## config.mk

```make
export PLATFORM = sky130hd
export DESIGN_NAME = fpu_issue_ctrl
export DESIGN_NICKNAME = d
export VERILOG_FILES = /design/src/rtl/fpu_issue_ctrl.sv
export SDC_FILE = /design/constraint.sdc
export NUM_CORES = 1
export LEC_CHECK = 0
export BUFFER_PORTS_ARGS = -buffer_cell sky130_fd_sc_hd__buf_4
export CORE_AREA = 2 2 146 148
export CTS_CLUSTER_DIAMETER = 100
export CTS_CLUSTER_SIZE = 25
export DETAILED_ROUTE_END_ITERATION = 12
export DIE_AREA = 0 0 148 150
export GPL_ROUTABILITY_DRIVEN = 0
export PLACE_DENSITY = 0.8
export SYNTH_ARGS = -nofsm -noshare
export SYNTH_HDL_FRONTEND = slang
export SYNTH_SLANG_ARGS = --single-unit
```

## constraint.sdc

```tcl
create_clock -name clk -period 4 [get_ports clk]
set_input_delay 0 -clock clk [delete_from_list [all_inputs] [get_ports clk]]
set_output_delay 0 -clock clk [all_outputs]
set_load 0.1 [all_outputs]
```

## src/rtl/fpu_issue_ctrl.sv

```systemverilog
// fpu_issue_ctrl
//   Issue and writeback controller for the single-cycle FP unit
//   (add/sub/mul).
//
//   Request path:
//     Tagged operations arrive over a valid/ready handshake.
//     Dynamic rounding (rm == 7) is resolved against the current frm.
//     Illegal encodings are flagged here.
//     The operation is then registered into operand stage S1, which drives
//     the FPU inputs directly.
//
//   Response path:
//     When S1 advances, the FPU result and flags (or a zeroed "illegal"
//     record) are pushed into a 2-entry in-order FIFO.
//     The FIFO head is presented on resp_*.
//
//   Build option FPU_ISSUE_CSR_EN:
//     defined   : frm/fflags registers and the CSR write port are live.
//     undefined : CSR inputs are ignored, frm/fflags read as 0, and
//                 rm == 7 is treated as illegal.
//
//   Ports:
//     clk, rst                  clock, synchronous active-high reset
//     req_valid/req_ready       request handshake
//     req_tag                   tag, returned with the response
//     req_ftype, req_rm         operation (0 add, 1 sub, 2 mul), rounding mode
//     req_frs1/2/3, req_rs      FP operands and integer operand
//     fu_frs1/2/3, fu_rs        FPU operands (from S1)
//     fu_ftype, fu_rm           FPU operation and resolved rounding mode (from S1)
//     fu_control                tininess detection mode
//     fu_res, fu_flags          FPU result and flags (bit 5 unused)
//     resp_valid/resp_ready     response handshake
//     resp_tag, resp_data       FIFO head: tag and result
//     resp_flags, resp_illegal  FIFO head: flags and illegal bit
//     csr_we, csr_wdata         write of {frm, fflags}
//     frm, fflags               architectural rounding mode and sticky flags
module fpu_issue_ctrl #(
  parameter int   EXPWIDTH = 8,
  parameter int   SIGWIDTH = 24,
  parameter int   XLEN     = 32,
  parameter int   FLEN     = EXPWIDTH + SIGWIDTH,
  parameter int   TAGW     = 4,
  parameter logic TININESS = 1'b1
) (
  input  logic            clk,
  input  logic            rst,
  input  logic            req_valid,
  output logic            req_ready,
  input  logic [TAGW-1:0] req_tag,
  input  logic [4:0]      req_ftype,
  input  logic [2:0]      req_rm,
  input  logic [FLEN-1:0] req_frs1,
  input  logic [FLEN-1:0] req_frs2,
  input  logic [FLEN-1:0] req_frs3,
  input  logic [XLEN-1:0] req_rs,
  output logic [FLEN-1:0] fu_frs1,
  output logic [FLEN-1:0] fu_frs2,
  output logic [FLEN-1:0] fu_frs3,
  output logic [XLEN-1:0] fu_rs,
  output logic [4:0]      fu_ftype,
  output logic [2:0]      fu_rm,
  output logic            fu_control,
  input  logic [FLEN-1:0] fu_res,
  input  logic [5:0]      fu_flags,
  output logic            resp_valid,
  input  logic            resp_ready,
  output logic [TAGW-1:0] resp_tag,
  output logic [FLEN-1:0] resp_data,
  output logic [4:0]      resp_flags,
  output logic            resp_illegal,
  input  logic            csr_we,
  input  logic [7:0]      csr_wdata,
  output logic [2:0]      frm,
  output logic [4:0]      fflags
);

  // S1 operand stage
  logic            s1_v_q, s1_v_d;
  logic [TAGW-1:0] s1_tag_q;
  logic [4:0]      s1_ftype_q;
  logic [2:0]      s1_rm_q;
  logic [FLEN-1:0] s1_frs1_q, s1_frs2_q, s1_frs3_q;
  logic [XLEN-1:0] s1_rs_q;
  logic            s1_ill_q;

  // Response FIFO storage and pointers
  logic [TAGW-1:0] fifo_tag_q  [2];
  logic [FLEN-1:0] fifo_data_q [2];
  logic [4:0]      fifo_flags_q[2];
  logic            fifo_ill_q  [2];
  logic            rd_ptr_q, rd_ptr_d;
  logic            wr_ptr_q, wr_ptr_d;
  logic [1:0]      count_q, count_d;

  logic       req_fire, s1_fire, resp_fire;
  logic [2:0] rm_resolved;
  logic       req_illegal;

  // Handshake glue: S1 may move into the FIFO when there is room,
  // or when the head leaves in the same cycle.
  assign resp_valid  = (count_q != 2'd0);
  assign resp_fire   = resp_valid & resp_ready;
  assign s1_fire     = s1_v_q & ((count_q < 2'd2) | resp_fire);
  assign req_ready   = ~s1_v_q | s1_fire;
  assign req_fire    = req_valid & req_ready;
  assign req_illegal = (req_ftype > 5'd2) | (rm_resolved >= 3'd5);

`ifdef FPU_ISSUE_CSR_EN
  logic [2:0] frm_q, frm_d;
  logic [4:0] fflags_q, fflags_d;
  logic       unused_flag5;

  assign unused_flag5 = fu_flags[5];
  assign rm_resolved  = (req_rm == 3'd7) ? frm_q : req_rm;
  assign frm          = frm_q;
  assign fflags       = fflags_q;

  // A CSR write replaces fflags; flags of a same-cycle legal enqueue
  // are ORed on top. A request accepted alongside a frm write still
  // sees the old frm, because it reads frm_q.
  always_comb begin
    frm_d    = csr_we ? csr_wdata[7:5] : frm_q;
    fflags_d = csr_we ? csr_wdata[4:0] : fflags_q;
    if (s1_fire && !s1_ill_q) begin
      fflags_d = fflags_d | fu_flags[4:0];
    end
  end

  always_ff @(posedge clk) begin
    if (rst) begin
      frm_q    <= '0;
      fflags_q <= '0;
    end else begin
      frm_q    <= frm_d;
      fflags_q <= fflags_d;
    end
  end
`else
  logic unused_csr;

  // Without CSR state, rm == 7 stays 7 and is therefore illegal.
  assign unused_csr  = ^{csr_we, csr_wdata, fu_flags[5]};
  assign rm_resolved = req_rm;
  assign frm         = '0;
  assign fflags      = '0;
`endif

  // S1 loads only on accept. It otherwise holds, which keeps the fu_*
  // outputs stable under back-pressure.
  always_ff @(posedge clk) begin
    if (rst) begin
      s1_tag_q   <= '0;
      s1_ftype_q <= '0;
      s1_rm_q    <= '0;
      s1_frs1_q  <= '0;
      s1_frs2_q  <= '0;
      s1_frs3_q  <= '0;
      s1_rs_q    <= '0;
      s1_ill_q   <= 1'b0;
    end else if (req_fire) begin
      s1_tag_q   <= req_tag;
      s1_ftype_q <= req_ftype;
      s1_rm_q    <= rm_resolved;
      s1_frs1_q  <= req_frs1;
      s1_frs2_q  <= req_frs2;
      s1_frs3_q  <= req_frs3;
      s1_rs_q    <= req_rs;
      s1_ill_q   <= req_illegal;
    end
  end

  // Occupancy and pointer bookkeeping for S1 and the FIFO.
  always_comb begin
    s1_v_d   = s1_v_q;
    rd_ptr_d = rd_ptr_q;
    wr_ptr_d = wr_ptr_q;
    count_d  = count_q;
    if (req_fire) begin
      s1_v_d = 1'b1;
    end else if (s1_fire) begin
      s1_v_d = 1'b0;
    end
    if (s1_fire) begin
      wr_ptr_d = ~wr_ptr_q;
    end
    if (resp_fire) begin
      rd_ptr_d = ~rd_ptr_q;
    end
    count_d = count_q + {1'b0, s1_fire} - {1'b0, resp_fire};
  end

  always_ff @(posedge clk) begin
    if (rst) begin
      s1_v_q   <= 1'b0;
      rd_ptr_q <= 1'b0;
      wr_ptr_q <= 1'b0;
      count_q  <= '0;
    end else begin
      s1_v_q   <= s1_v_d;
      rd_ptr_q <= rd_ptr_d;
      wr_ptr_q <= wr_ptr_d;
      count_q  <= count_d;
    end
  end

  // FIFO write.
  // When full, a push only happens together with a pop, and then
  // wr_ptr equals rd_ptr: the slot being overwritten is the one leaving.
  always_ff @(posedge clk) begin
    if (rst) begin
      for (int i = 0; i < 2; i++) begin
        fifo_tag_q[i]   <= '0;
        fifo_data_q[i]  <= '0;
        fifo_flags_q[i] <= '0;
        fifo_ill_q[i]   <= 1'b0;
      end
    end else if (s1_fire) begin
      fifo_tag_q[wr_ptr_q]   <= s1_tag_q;
      fifo_data_q[wr_ptr_q]  <= s1_ill_q ? '0 : fu_res;
      fifo_flags_q[wr_ptr_q] <= s1_ill_q ? 5'b0 : fu_flags[4:0];
      fifo_ill_q[wr_ptr_q]   <= s1_ill_q;
    end
  end

  assign resp_tag     = fifo_tag_q[rd_ptr_q];
  assign resp_data    = fifo_data_q[rd_ptr_q];
  assign resp_flags   = fifo_flags_q[rd_ptr_q];
  assign resp_illegal = fifo_ill_q[rd_ptr_q];

  assign fu_frs1    = s1_frs1_q;
  assign fu_frs2    = s1_frs2_q;
  assign fu_frs3    = s1_frs3_q;
  assign fu_rs      = s1_rs_q;
  assign fu_ftype   = s1_ftype_q;
  assign fu_rm      = s1_rm_q;
  assign fu_control = TININESS;

endmodule
```

==> results.md <==
- Status: completed
- Most frequent cell after synthesis: nand2b_1
- Clock network power share: a little under 20%
- Slew Viols, Final: 0
- Die width: 148 µm
- Synth top cells by count: nand2b_1, dfxtp_1, mux2i_1
- First drt pass iteration count: 4
- Setup violators final: 0
- Seq cells post-synth: 231
- Antenna violations before repair: 4
- Die Ht: ~150 µm
- Sw frac: between 40% and 50%
- Slew headroom: 24.7%
- Gr usage total: a little over a quarter
- Worst slack at placement: roughly 1.6 ns
- DRC: 0
- Proportion of synthesized area in mux cells: between 10% and 20%
- Worst-path cell chain: and2b_1 -> a21oi_4 -> buf_4 -> mux2i_1
- Post-Synth XOR/XNOR Area: 0.172%
- Slowest cell on the critical path: a21oi_4
- Max Cap Violations: 0
- RSZ-0062 raised after global routing: false
- TritonCTS Buffers: 13
- Drt initial violations: 354
- GR Overflow Total: 0
- FF-to-FF setup slack: between 1.5 and 2 ns
- Setup Crit Path Kind: flip-flop to flip-flop
- Post-CTS setup buffers: 0
- Area added between synthesis and finish: 48.5%
- Int Pwr: 4.08 mW
- Synth top area cells: dfxtp_1, edfxtp_1, nand2b_1
- Hold Crit Start: rst
- Post-Synthesis Cells: 928
- PwrDens: 473 mW/mm²
- Syn Std Cell Area: 0.0102 mm²
- CP peak stage delay: 0.89 ns
- Seq/Total Area, Yosys: 53.5%
- Routed WL: just over 30 mm
- Asr flop ratio synth: 0%
- First-pass GRT wire length: 46.0 mm
- CTS H-tree depth: 1
- Cts-stage hold buffer count: 180
- IO Port Bufs: between 300 and 400
- Net Sw Power: about 3 mW
- CP Max Fanout: 26
- Wire length per cell: 17.7 µm
- Leak pwr: 6.77 nW
- Fin. Hold Viols: 0
- Clock tree sinks: 231
- Vias per cell: 4.92
- Fin nets: 1621
- Crit share post-route: 57.2%
- Die ar.: 0.0222 mm²
- Tmin final: between 2 and 2.5 ns
- Hold Path Class: input pin to flip-flop
- Worst EP required: approximately 4.4 ns
- Initial Util: 49.3%
- Seq pwr share: 38.9%
- Largest family of logic cells by synthesized area: simple AND/OR/NAND/NOR gates
- Clock Pin Slew Worst Setup and Hold Paths: 0.10 ns
- Post-CTS Resized: 0
- R2r startpoint: count_q[1]
- Comb pwr share: approximately two fifths
- Clk_skew: around 0.024 ns
- IO Pins: 380
- Synth Area in Adders: less than 1%
- Number of flops mapped to enable cells by yosys: 84
- Share of cells above drive strength 1: 30.4%
- Post-synth top area cell: dfxtp_1
- HPWL Detailed: 18.6 mm
- Critical path startpoint: count_q[1]
- Critical Path AT: approximately 2.7 ns
- YS warnings: 0
- Synth Area in Simple Gates: 22.5%
- Worst setup margin: about 1.7 ns
- Fmax: 437 MHz
- Synth Area in Compound Gates: less than 1%
- Antenna Nets Post-Route: 0
- Clock root buffer master: clkbuf_16
- Yosys top cell area share: just under 30%
- Slew @ Worst Pin: 1.13 ns
- TNS Setup: 0 ns
- Peak VDD IR: roughly 0.34 mV
- Ys flop type: dfxtp_1
- Clock latency on the worst-skew pair: 0.47 ns
- Pin count of the biggest net entering global routing: about 120
- Number of fill cells: 1347
- Startpoint types: flip-flop
- TritonCTS clock tree: built
- CORE AREA: 0.0207 mm²
- Clk buf depth: 3
- Num rows: 53
- Via count: around 8400
- Nature of the critical path endpoint: flip-flop
- Mean post-synth cell area: 11.0 µm²
- Synth cell types: 31
- Vias in the first global route: 8699
[critical path, delay by kind of cell (launching register included)]
kind	cells	cell delay (ns)
simple gates	1	0.23
compound gates	1	0.89
flops	1	0.37
mux	1	0.30
buf+inv	1	0.39
[sequential cells by signal, summed over array words and instances, names as in the netlist, 4 cells and up, named ones only]
signal        flops
fifo_tag_q        8
s1_tag_q          4
fu_frs1          32
fifo_data_q      64
fu_frs3          32
fu_ftype          5
fu_frs2          32
fifo_flags_q     10
fu_rs            32
[per-stage QoR]
stage	power, mW	instance area (µm²)	std cells	util [%]	hold WS [ns]
floorplan	5.03	10200	935	-	0.151
global placement	5.63	13000	1508	62.8	0.267
detailed placement	5.66	13000	1508	62.8	0.277
CTS	7.19	15200	1707	73.2	0.00410
global route	7.40	15200	1710	73.3	0.0462
finish	7.17	15200	1711	73.3	0.0142
[metal layers]
metal  part of all wire [%]  up-vias  track usage (%)
met1                     37     4028             28.8
met3                    7.8       68             7.20
met5                      0        -                0
met4                    3.6        0             10.1
met2                     52      301             48.0
li1                       -     4013                -
[path summary, 6_finish.rpt]
check / cells after the start / endpoint
max: 4 / fu_rs[18]
min: 2 / flip-flop
max reg2reg: 4 / fu_rs[18]
min reg2reg: 2 / fu_frs1[2]
[logic make-up after synthesis]
group	count (synthesis)
xor gates and xnor gates	2
and+or+nand+nor	417
AOI/OAI and AO/OA	9
DFF	231
muxes	182
buffers and inverters	83
adders and majority gates	2
other	2
[placed cells by master (no fill, tap or decap), drive strengths merged, types with 2 or more instances in the layout]
master | synthesis | routed
o21ai | 2 | 2
edfxtp | 84 | 84
mux2 | 42 | 42
nand2 | 38 | 38
mux2i | 140 | 140
diode | 0 | 4
clkbuf | 39 | 18
conb | 2 | 9
nor2 | 87 | 87
nand2b | 283 | 283
inv | 8 | 9
dfxtp | 147 | 147
dlygate4sd3 | 0 | 180
buf | 36 | 373
ha | 2 | 2
a21oi | 4 | 4
[cell type report]
type | count | area, µm² | area share [%]
Multi-Input combinational cell | 621 | 4320 | 28.5
Antenna cell | 4 | 10.0 | 0.0660
Sequential cell | 231 | 5470 | 36.0
Clock inverter | 1 | 20.0 | 0.132
Inverter | 8 | 30.0 | 0.198
Tap cell | 275 | 344 | 2.27
Clock buffer | 18 | 344 | 2.27
Timing Repair Buffer | 553 | 4630 | 30.5
[power groups by stage]
stage               Combinational, mW  Sequential (mW)  Clock [mW]
detailed placement               2.82             2.83           0
global route                     3.09             2.81        1.49
finish                           3.00             2.79        1.39
CTS                              2.98             2.78        1.43
floorplan                        1.55             3.48           0
global placement                 2.81             2.82           0
(Power assumes the default switching activity.)
